File: config.mk
export PLATFORM = sky130hd
export DESIGN_NAME = execute_result_stage
export DESIGN_NICKNAME = d
export VERILOG_FILES = /design/src/rtl/execute_result_stage_pkg.sv /design/src/rtl/execute_result_stage_wb_skid_buffer.sv /design/src/rtl/execute_result_stage.sv
export SDC_FILE = /design/constraint.sdc
export NUM_CORES = 1
export LEC_CHECK = 0
export ABC_AREA = 1
export BUFFER_PORTS_ARGS = -buffer_cell sky130_fd_sc_hd__buf_2
export CAP_MARGIN = 20
export CORE_ASPECT_RATIO = 0.8
export CORE_MARGIN = 10
export CORE_UTILIZATION = 30
export CTS_BUF_LIST = sky130_fd_sc_hd__clkbuf_4
export CTS_CLUSTER_DIAMETER = 100
export DETAILED_ROUTE_END_ITERATION = 16
export PLACE_DENSITY = 0.61
export SYNTH_ARGS = -nofsm -noshare
export SYNTH_HDL_FRONTEND = slang
export SYNTH_SLANG_ARGS = --single-unit
File: constraint.sdc
create_clock -name clk -period 2.3 [get_ports clk]
set_clock_uncertainty 0.05 [all_clocks]
set_input_delay 0.46 -clock clk [delete_from_list [all_inputs] [get_ports clk]]
set_output_delay 0.46 -clock clk [all_outputs]
set_load 0.005 [all_outputs]
File: src/rtl/execute_result_stage_pkg.sv
// Shared definitions for the execute result stage: branch condition codes,
// flag bit positions inside flags_q and the controller state encoding.
package execute_result_stage_pkg;

  localparam logic [3:0] COND_ALWAYS = 4'b0000;
  localparam logic [3:0] COND_ZS     = 4'b0001;
  localparam logic [3:0] COND_ZC     = 4'b0010;
  localparam logic [3:0] COND_CS     = 4'b0011;
  localparam logic [3:0] COND_CC     = 4'b0100;
  localparam logic [3:0] COND_SS     = 4'b0101;
  localparam logic [3:0] COND_SC     = 4'b0110;
  localparam logic [3:0] COND_VS     = 4'b0111;
  localparam logic [3:0] COND_VC     = 4'b1000;

  // flags_q layout is {carry, sign, overflow, zero}
  localparam int FLAG_CARRY = 3;
  localparam int FLAG_SIGN  = 2;
  localparam int FLAG_OVF   = 1;
  localparam int FLAG_ZERO  = 0;

  localparam logic [0:0] ST_RUN   = 1'b0;
  localparam logic [0:0] ST_FLUSH = 1'b1;

  function automatic logic cond_taken(input logic [3:0] cond, input logic [3:0] flags);
    logic taken;
    // NOTE: give every combinational result a default first so no path infers a latch.
    taken = 1'b0;
    case (cond)
      COND_ALWAYS: taken = 1'b1;
      COND_ZS:     taken = flags[FLAG_ZERO];
      COND_ZC:     taken = ~flags[FLAG_ZERO];
      COND_CS:     taken = flags[FLAG_CARRY];
      COND_CC:     taken = ~flags[FLAG_CARRY];
      COND_SS:     taken = flags[FLAG_SIGN];
      COND_SC:     taken = ~flags[FLAG_SIGN];
      COND_VS:     taken = flags[FLAG_OVF];
      COND_VC:     taken = ~flags[FLAG_OVF];
      default:     taken = 1'b0;
    endcase
    return taken;
  endfunction

endpackage

File: src/rtl/execute_result_stage_wb_skid_buffer.sv
// Two-entry in-order write-back buffer; r_head is always the oldest entry so
// the read side is a plain register with no output mux.
module wb_skid_buffer #(
  parameter int WIDTH = 37
) (
  input  logic             clk,
  input  logic             rst_n,
  input  logic             i_push,
  input  logic [WIDTH-1:0] i_push_data,
  input  logic             i_pop,
  output logic             o_valid,
  output logic [WIDTH-1:0] o_data,
  output logic [1:0]       o_count
);

  logic [WIDTH-1:0] r_head;
  logic [WIDTH-1:0] r_tail;
  logic [1:0]       r_count;
  logic             w_push;
  logic             w_pop;

  assign w_pop  = i_pop  & (r_count != 2'd0);
  assign w_push = i_push & (r_count != 2'd2);

  // NOTE: the entries are reset as well, because the head drives wb_data and must read zero in reset.
  always_ff @(posedge clk or negedge rst_n) begin
    if (!rst_n) begin
      r_head  <= '0;
      r_tail  <= '0;
      r_count <= 2'd0;
    end else begin
      // NOTE: non-blocking assignments keep r_head <= r_tail a true shift of old values.
      case ({w_push, w_pop})
        2'b10: begin
          if (r_count == 2'd0) r_head <= i_push_data;
          else                 r_tail <= i_push_data;
          r_count <= r_count + 2'd1;
        end
        2'b01: begin
          r_head  <= r_tail;
          r_count <= r_count - 2'd1;
        end
        // push and pop together only happen at occupancy 1: new data replaces the head
        2'b11: r_head <= i_push_data;
        default: ;
      endcase
    end
  end

  assign o_valid = (r_count != 2'd0);
  assign o_data  = r_head;
  assign o_count = r_count;

endmodule

File: src/rtl/execute_result_stage.sv
// Final execute stage: commits ALU flags, queues register write-backs and
// raises a one-cycle redirect for taken branches.
module execute_result_stage
  import execute_result_stage_pkg::*;
#(
  parameter int size        = 32,
  parameter int regAddrSize = 5
) (
  input  logic                   clk,
  input  logic                   rst_n,
  input  logic                   in_valid,
  output logic                   in_ready,
  input  logic [size-1:0]        alu_result,
  input  logic                   carry_in,
  input  logic                   sign_in,
  input  logic                   overflow_in,
  input  logic                   zero_in,
  input  logic                   flag_we,
  input  logic                   reg_we,
  input  logic [regAddrSize-1:0] dest_reg,
  input  logic                   br_en,
  input  logic [3:0]             br_cond,
  input  logic [size-1:0]        br_target,
  output logic                   wb_valid,
  input  logic                   wb_ready,
  output logic [size-1:0]        wb_data,
  output logic [regAddrSize-1:0] wb_reg,
  output logic [3:0]             flags_q,
  output logic                   redirect_valid,
  output logic [size-1:0]        redirect_pc
);

  localparam int ENTRY_W = size + regAddrSize;

  logic [0:0]       r_state;
  logic [0:0]       w_state_next;
  logic [3:0]       r_flags;
  logic [size-1:0]  r_redirect_pc;
  logic             w_accept;
  logic             w_push;
  logic             w_pop;
  logic             w_taken;
  logic [1:0]       w_fifo_count;
  logic [ENTRY_W-1:0] w_fifo_data;

  assign in_ready = (w_fifo_count < 2'd2) && (r_state == ST_RUN);
  assign w_accept = in_valid & in_ready;
  assign w_push   = w_accept & reg_we & ~br_en;
  assign w_pop    = wb_valid & wb_ready;

  // The condition sees the committed flags, not this op's own flag inputs.
  assign w_taken  = br_en & cond_taken(br_cond, r_flags);

  always_comb begin
    w_state_next = r_state;
    case (r_state)
      ST_RUN:   if (w_accept && w_taken) w_state_next = ST_FLUSH;
      ST_FLUSH: w_state_next = ST_RUN;
      default:  w_state_next = ST_RUN;
    endcase
  end

  always_ff @(posedge clk or negedge rst_n) begin
    if (!rst_n) begin
      r_state       <= ST_RUN;
      r_flags       <= 4'b0000;
      r_redirect_pc <= '0;
    end else begin
      r_state <= w_state_next;
      if (w_accept && flag_we) begin
        r_flags[FLAG_CARRY] <= carry_in;
        r_flags[FLAG_SIGN]  <= sign_in;
        r_flags[FLAG_OVF]   <= overflow_in;
        r_flags[FLAG_ZERO]  <= zero_in;
      end
      if (w_accept && w_taken) r_redirect_pc <= br_target;
    end
  end

  wb_skid_buffer #(
    .WIDTH (ENTRY_W)
  ) u_wb_skid_buffer (
    .clk         (clk),
    .rst_n       (rst_n),
    .i_push      (w_push),
    .i_push_data ({alu_result, dest_reg}),
    .i_pop       (w_pop),
    .o_valid     (wb_valid),
    .o_data      (w_fifo_data),
    .o_count     (w_fifo_count)
  );

  assign wb_data        = w_fifo_data[ENTRY_W-1:regAddrSize];
  assign wb_reg         = w_fifo_data[regAddrSize-1:0];
  assign flags_q        = r_flags;
  assign redirect_valid = (r_state == ST_FLUSH);
  assign redirect_pc    = r_redirect_pc;

endmodule

# Yosys cells after proc, flatten, opt, wreduce, memory -nomap -nowiden

Index checks and enable logic that the tools add are counted.

Output and inout port bits: 76
Logic and storage cells: 52
Register bits: 113
Input bits: 84

Eq/ne operators: 13
Bitwise operators: 14
Muxes and demuxes: 6
$lt $le $gt $ge: 1
Reductions and logical operators: 10
Add/sub/neg operators: 2

Operators by type and width:

| cell                                                 | count |
|---|---|
| one-hot mux 37 bit (3 select lines)                  | 1 |
| two-way mux 37 bit                                   | 1 |
| equality test 4 x 3 -> 1 bit (second input constant) | 4 |
| one-hot mux 1 bit (9 select lines)                   | 1 |
| equality test 4 x 2 -> 1 bit (second input constant) | 2 |
| AND 1 bit                                            | 7 |
| inverter 1 bit                                       | 7 |
| equality test 2 bit (second input constant)          | 2 |
| equality test 4 x 1 -> 1 bit (second input constant) | 1 |
| equality test 4 bit (second input constant)          | 1 |
| zero test 4 bit                                      | 1 |
| one-hot mux 2 bit (2 select lines)                   | 1 |
| AND reduction 2 bit                                  | 2 |
| nonzero test 2 bit                                   | 2 |
| logical AND 1 bit                                    | 3 |
| nonzero test 3 bit                                   | 1 |
| adder 2 x 1 -> 2 bit (second input constant)         | 1 |
| equality test 2 x 1 -> 1 bit (second input constant) | 1 |
| zero test 2 bit                                      | 1 |
| less-than comparator 2 bit (second input constant)   | 1 |
| != test 2 x 1 -> 1 bit (second input constant)       | 1 |
| != test 2 bit (second input constant)                | 1 |
| one-hot mux 1 bit (2 select lines)                   | 1 |
| subtractor 2 x 1 -> 2 bit (second input constant)    | 1 |
| two-way mux 1 bit                                    | 1 |

# Logic depth before layout (Yosys ltp)

Word-level depth: 9
Depth in mapped cells: 11
Depth with buffers taken out: 9

# Hierarchy

From an unflattened synthesis, not the netlist that was laid out.

Cells, all modules: 603
Area, all modules: 5217.5 um2

Modules (own cells, without submodules):

| module               | cells each | instances | seq. area each (um2) | area each (um2) |
|---|---|---|---|---|
| wb_skid_buffer       | 420        | 1         | 1901.8               | 3594.7 |
| execute_result_stage | 183        | 1         | 925.9                | 1622.8 |

# Worst setup path before layout

OpenSTA, ideal clock, no wires.

Path type: register to register
Start point: reg u_wb_skid_buffer.r_count[1], in the netlist u_wb_skid_buffer.o_count[1]
End point: reg u_wb_skid_buffer.r_head[0], in the netlist u_wb_skid_buffer.o_data[0]
Cell stages (with the launch flop): 11
Buffers on the path: 2
Setup time: 0.126 ns
Arrival: 1.541 ns
Slack: 0.583 ns
Data required time: 2.124 ns
Clock period less this slack: 1.717 ns
Cell sequence: dfrtp_1 -> nor2_1 -> inv_1 -> nand2_1 -> inv_1 -> ha_1 -> buf_2 -> clkbuf_1 -> o21ai_0 -> nand2_1 -> o21ai_0

Elaborated cells between the ends (all ways): 18
Classes of those cells: order compare (1); eq/ne (5); mux (1); bitwise (6); reduce/logical (5)

RTL lines:

| item                                                                          | RTL line                                  | source |
|---|---|---|
| start: declaration                                                            | execute_result_stage_wb_skid_buffer.sv:18 | `logic [1:0] r_count;` |
| start signal: assignment                                                      | execute_result_stage_wb_skid_buffer.sv:37 | `r_count <= r_count + 2'd1;` |
| start signal: assignment                                                      | execute_result_stage_wb_skid_buffer.sv:41 | `r_count <= r_count - 2'd1;` |
| nonzero test 2 bit *                                                          | execute_result_stage_wb_skid_buffer.sv:50 | `assign o_valid = (r_count != 2'd0);` |
| net wb_valid                                                                  | execute_result_stage.sv:24                | `output logic wb_valid,` |
| AND 1 bit                                                                     | execute_result_stage.sv:49                | `assign w_pop = wb_valid & wb_ready;` |
| AND 1 bit *                                                                   | execute_result_stage_wb_skid_buffer.sv:22 | `assign w_pop = i_pop & (r_count != 2'd0);` |
| equality test 2 bit or equality test 2 x 1 -> 1 bit (tied branches)           | execute_result_stage_wb_skid_buffer.sv:33 | `case ({w_push, w_pop})` |
| != test 2 x 1 -> 1 bit (no source line) or nonzero test 3 bit (tied branches) | -                                         |  |
| AND reduction 2 bit (no source line)                                          | -                                         |  |
| end signal: assignment                                                        | execute_result_stage_wb_skid_buffer.sv:35 | `if (r_count == 2'd0) r_head <= i_push_data;` |
| end signal: assignment                                                        | execute_result_stage_wb_skid_buffer.sv:40 | `r_head <= r_tail;` |
| end signal: assignment                                                        | execute_result_stage_wb_skid_buffer.sv:44 | `2'b11: r_head <= i_push_data;` |
| end: declaration                                                              | execute_result_stage_wb_skid_buffer.sv:16 | `logic [WIDTH-1:0] r_head;` |

The timed path passes the listed nets; every way through them passes the cells marked *.
A chain may end at the register's enable or synchronous reset.

# Final worst setup path

Start point: reg u_wb_skid_buffer.r_count[1], in the netlist u_wb_skid_buffer.o_count[1]
End point: reg u_wb_skid_buffer.r_head[28], in the netlist u_wb_skid_buffer.o_data[28]

Word-level cells in the longest chain between the ends: 9
Elaborated cells between the ends (all ways): 18
Classes of those cells: order compare (1); eq/ne (5); mux (1); bitwise (6); reduce/logical (5)

Ends and longest elaborated chain:

| item                                                                          | RTL line                                  | source |
|---|---|---|
| less-than comparator 2 bit                                                    | execute_result_stage.sv:46                | `assign in_ready = (w_fifo_count < 2'd2) && (r_state == ST_RUN);` |
| logical AND 1 bit                                                             | execute_result_stage.sv:46                |  |
| AND 1 bit                                                                     | execute_result_stage.sv:47                | `assign w_accept = in_valid & in_ready;` |
| AND 1 bit (2 in series)                                                       | execute_result_stage.sv:48                | `assign w_push = w_accept & reg_we & ~br_en;` |
| AND 1 bit                                                                     | execute_result_stage_wb_skid_buffer.sv:23 | `assign w_push = i_push & (r_count != 2'd2);` |
| equality test 2 bit or equality test 2 x 1 -> 1 bit (tied branches)           | execute_result_stage_wb_skid_buffer.sv:33 |  |
| != test 2 x 1 -> 1 bit (no source line) or nonzero test 3 bit (tied branches) | -                                         |  |
| AND reduction 2 bit (no source line)                                          | -                                         |  |

Parallel ways exist; a longest one is shown, timed or not.

==> metrics.md <==
| Metric | Value |
|---|---|
| Post-synthesis cell area | 4960 um2 |
| Largest net degree at the start of global routing | 68 |
| Overall routing resource usage | 12.4% |
| Depth of the CTS H-tree | 4 |
| Power density relative to cell area | 1170 nW/um2 |
| Global-route wire length before repair | 21.6 mm |
| TritonCTS sink count | 113 |
| Run status | finished clean |
| Tightest Pin Transition | 629 ps |
| Class of the worst hold path | input pin to register |
| Top cell by count, worst path | sky130_fd_sc_hd__nand2_1 |
| Finished layout cell area | 6220 um2 |
| CTS tree | built |
| Critical path peak fanout | 57 |
| Top area cells in the synthesized netlist | sky130_fd_sc_hd__dfrtp_1 57%, sky130_fd_sc_hd__nand2_1 14%, sky130_fd_sc_hd__o21ai_0 8.0% |
| Most frequent standard cell in the layout excluding fill and tap cells | sky130_fd_sc_hd__nand2_1 |
| I/O pins | 160 |
| Sequential area share after synthesis | 57.0% |
| DP Wirelength | 9.52 mm |
| Mean instance size in the synthesized netlist | 8.44 um2 |
| Largest delay contributor family on the critical path | buffers and inverters |
| Average detailed-routed wire length per instance | 13.8 um |
| Share of async-settable or async-resettable flops after synthesis | 100% |
| Final Hold Violating Endpoints | 0 |
| Critical path cell sequence | nor2_1 > inv_1 > nand2_1 > inv_1 > ha_2 > buf_12 > nand2_1 > o21ai_0 > nand2_1 > o21ai_1 |
| Register cell area after layout | 2830 um2 |
| Fmax | 503 MHz |
| Final net count | 828 |
| Post-DR vias/cell | 4.27 |
| Number of cells produced by synthesis | 588 |
| Tmin final | 1990 ps |
| Wire length after detailed routing | 13.3 mm |
| Relative slew slack | 57.9% |
| Core area | 16000 um2 |
| Element type at the critical path start | register |
| Layout overhead on the synthesized area | 25.4% |
| Setup-failing EPs final | 0 |
| Endpoint kind of the worst setup timing path | register |
| Leakage Power | 0.00340 uW |
| Starting DRC count in detailed routing | 162 |
| Number of distinct library cells after synthesis | 24 |
| Number of antenna violations at the first check in global routing | 2 |
| Most used cells in the layout excluding fill and tap cells | 186 x sky130_fd_sc_hd__nand2_1, 158 x sky130_fd_sc_hd__buf_2, 113 x sky130_fd_sc_hd__dfrtp_1, 85 x sky130_fd_sc_hd__inv_1, 79 x sky130_fd_sc_hd__o21ai_0 |
| Area share of the largest cell type after synthesis | 57.0% |
| Max Buffers Root-to-Sink | 2 |
| Critical path data arrival time | 2350 ps |
| DRT Pass-1 Iters | 4 |
| Critical path class | register to register |
| Worst EP required | 2660 ps |
| Initial core utilization | 31.0% |
| Slowest library cell on the worst path | sky130_fd_sc_hd__dfrtp_1 |
| Resize count post-CTS | 0 |
| Number of synthesized flops with an enable pin | 0 |
| Top cell type by total area after synthesis | sky130_fd_sc_hd__dfrtp_1 |
| Worst path buffer plus inverter count | 3 |
| Syn Nets | 674 |
| Floorplan row count | 41 |
| Number of buffers inserted by port buffering | 159 |
| Max-Cap Viols | 0 |
| WHS | 134 ps |
| Antenna diode instance count | 0 |
| Number of max-slew violations in the final report | 0 |
| CTS Buf Count | 17 |
| Clock transition time at the flip-flop clock pins of the worst setup and hold paths | 100 ps |
| Chip Width | 164 um |
| Filler cells | 1716 |
| Chip Height | 135 um |
| Clk Latency, worst-skew pair | 490 ps |
| Via count of the first global-routing pass | 4104 |
| Area after DPL | 5960 um2 |
| Sum of negative setup slack | 0 ps |
| Slowest Stage Delay on Critical Path | 410 ps |
| Setup repair after global routing missed its margin | no |
| Final antenna-violating net count | 0 |
| Post-synthesis sequential element count | 113 |
| Count of yosys warnings during synthesis | 0 |
| Maximum vdd drop | 0.000524 V |
| Sum of overflow across all layers after global routing | 0 |
| Most frequently used flop master after synthesis | sky130_fd_sc_hd__dfrtp_1 |
| Buffer type at the clock tree root | sky130_fd_sc_hd__clkbuf_4 |
| Placer's final routability congestion estimate | 0.756 |
| Final clock period utilization by the worst path | 86.5% |
| Share of final-layout standard cells stronger than drive strength 1 | 27.0% |
| Die area | 22100 um2 |
| Remaining DRCs | 0 |
| Routed via count | 4132 |
| Area of the multi-input gates | 1620 um2 |
-- state kept, by name, indices dropped and copies added (netlist names) --
register,cells
u_wb_skid_buffer.o_data,37
redirect_pc,32
redirect_valid,1
u_wb_skid_buffer.r_tail,37
flags_q,4
u_wb_skid_buffer.o_count,2
-- stage by stage --
stage | util, % | cells | worst slack, ps | total power (uW)
global route | 38.9 | 968 | 52.9 | 8020
CTS | 38.9 | 968 | 292 | 7440
global placement | 37.2 | 937 | 323 | 5930
finish | 38.9 | 968 | 311 | 7280
floorplan | - | 588 | 583 | 4840
detailed placement | 37.2 | 937 | 301 | 6000
-- worst register-to-register path: cells and delay by family, from the launching register on --
kind | cells | cell delay [ps]
flip-flops | 1 | 410
AO/OA/AOI/OAI | 2 | 160
adder cells (fa/ha/maj) | 1 | 400
AND/OR/NAND/NOR | 4 | 380
buffers and inverters | 3 | 520
-- power by group --
group	switching [uW]	internal (uW)
logic	1390	1090
clock network	715	664
registers	505	2910
-- cell usage after synthesis (3+ instances only) --
cell and count:
sky130_fd_sc_hd__buf_2 10, sky130_fd_sc_hd__inv_1 85, sky130_fd_sc_hd__a21oi_1 3, sky130_fd_sc_hd__buf_6 8, sky130_fd_sc_hd__nor2_1 4, sky130_fd_sc_hd__o21ai_1 33, sky130_fd_sc_hd__clkbuf_1 10, sky130_fd_sc_hd__o21ai_0 79
sky130_fd_sc_hd__buf_1 3, sky130_fd_sc_hd__nand2_1 187, sky130_fd_sc_hd__dfrtp_1 113, sky130_fd_sc_hd__nand3_1 36
-- per-layer routing --
layer  track usage, %  part of all wire, %  up-vias
li1                 -                    -     2139
met1             15.8                   47     1842
met2             16.7                   40      138
met3             7.17                   12        9
met4             4.76                 0.66        4
met5                0                 0.16        -
-- logic make-up after synthesis --
group | after synthesis | synth area share (%)
compound gates | 117 | 12.1
fa+ha+maj | 2 | 0.504
mux | 2 | 0.454
simple gates | 233 | 19.0
buf+inv | 119 | 10.6
xor+xnor | 2 | 0.353
flops | 113 | 57.0
-- what timing repair did --
action / 4_1_cts / 5_1_grt
hold buffers: 1 / 0
hold endpoints to repair: 34 / 0
buffers inserted: 0 / 0
-- path summary, 6_finish.rpt --
check | to | cells after the start | slack [ps] | from
setup / recovery | u_wb_skid_buffer.o_data[28] | 10 | 310 | u_wb_skid_buffer.o_count[1]
hold / removal | redirect_pc[24] | 3 | 130 | br_target[24]
setup reg to reg | u_wb_skid_buffer.o_data[28] | 10 | 310 | u_wb_skid_buffer.o_count[1]
hold reg to reg | redirect_pc[1] | 2 | 420 | redirect_pc[1]
max in group asynchronous | u_wb_skid_buffer.r_tail[25] | 3 | 1120 | rst_n
min in group asynchronous | u_wb_skid_buffer.o_data[8] | 2 | 430 | rst_n
-- cell type report --
cell class | count | share of cell area [%]
inverters | 86 | 5.19
well taps | 215 | 4.33
multi-input cells | 356 | 26.0
flip-flops and latches | 113 | 45.5
repair buffers | 168 | 15.0
clock buffers | 21 | 2.53
clock inverters | 9 | 1.49
(Power assumes the default switching activity.)
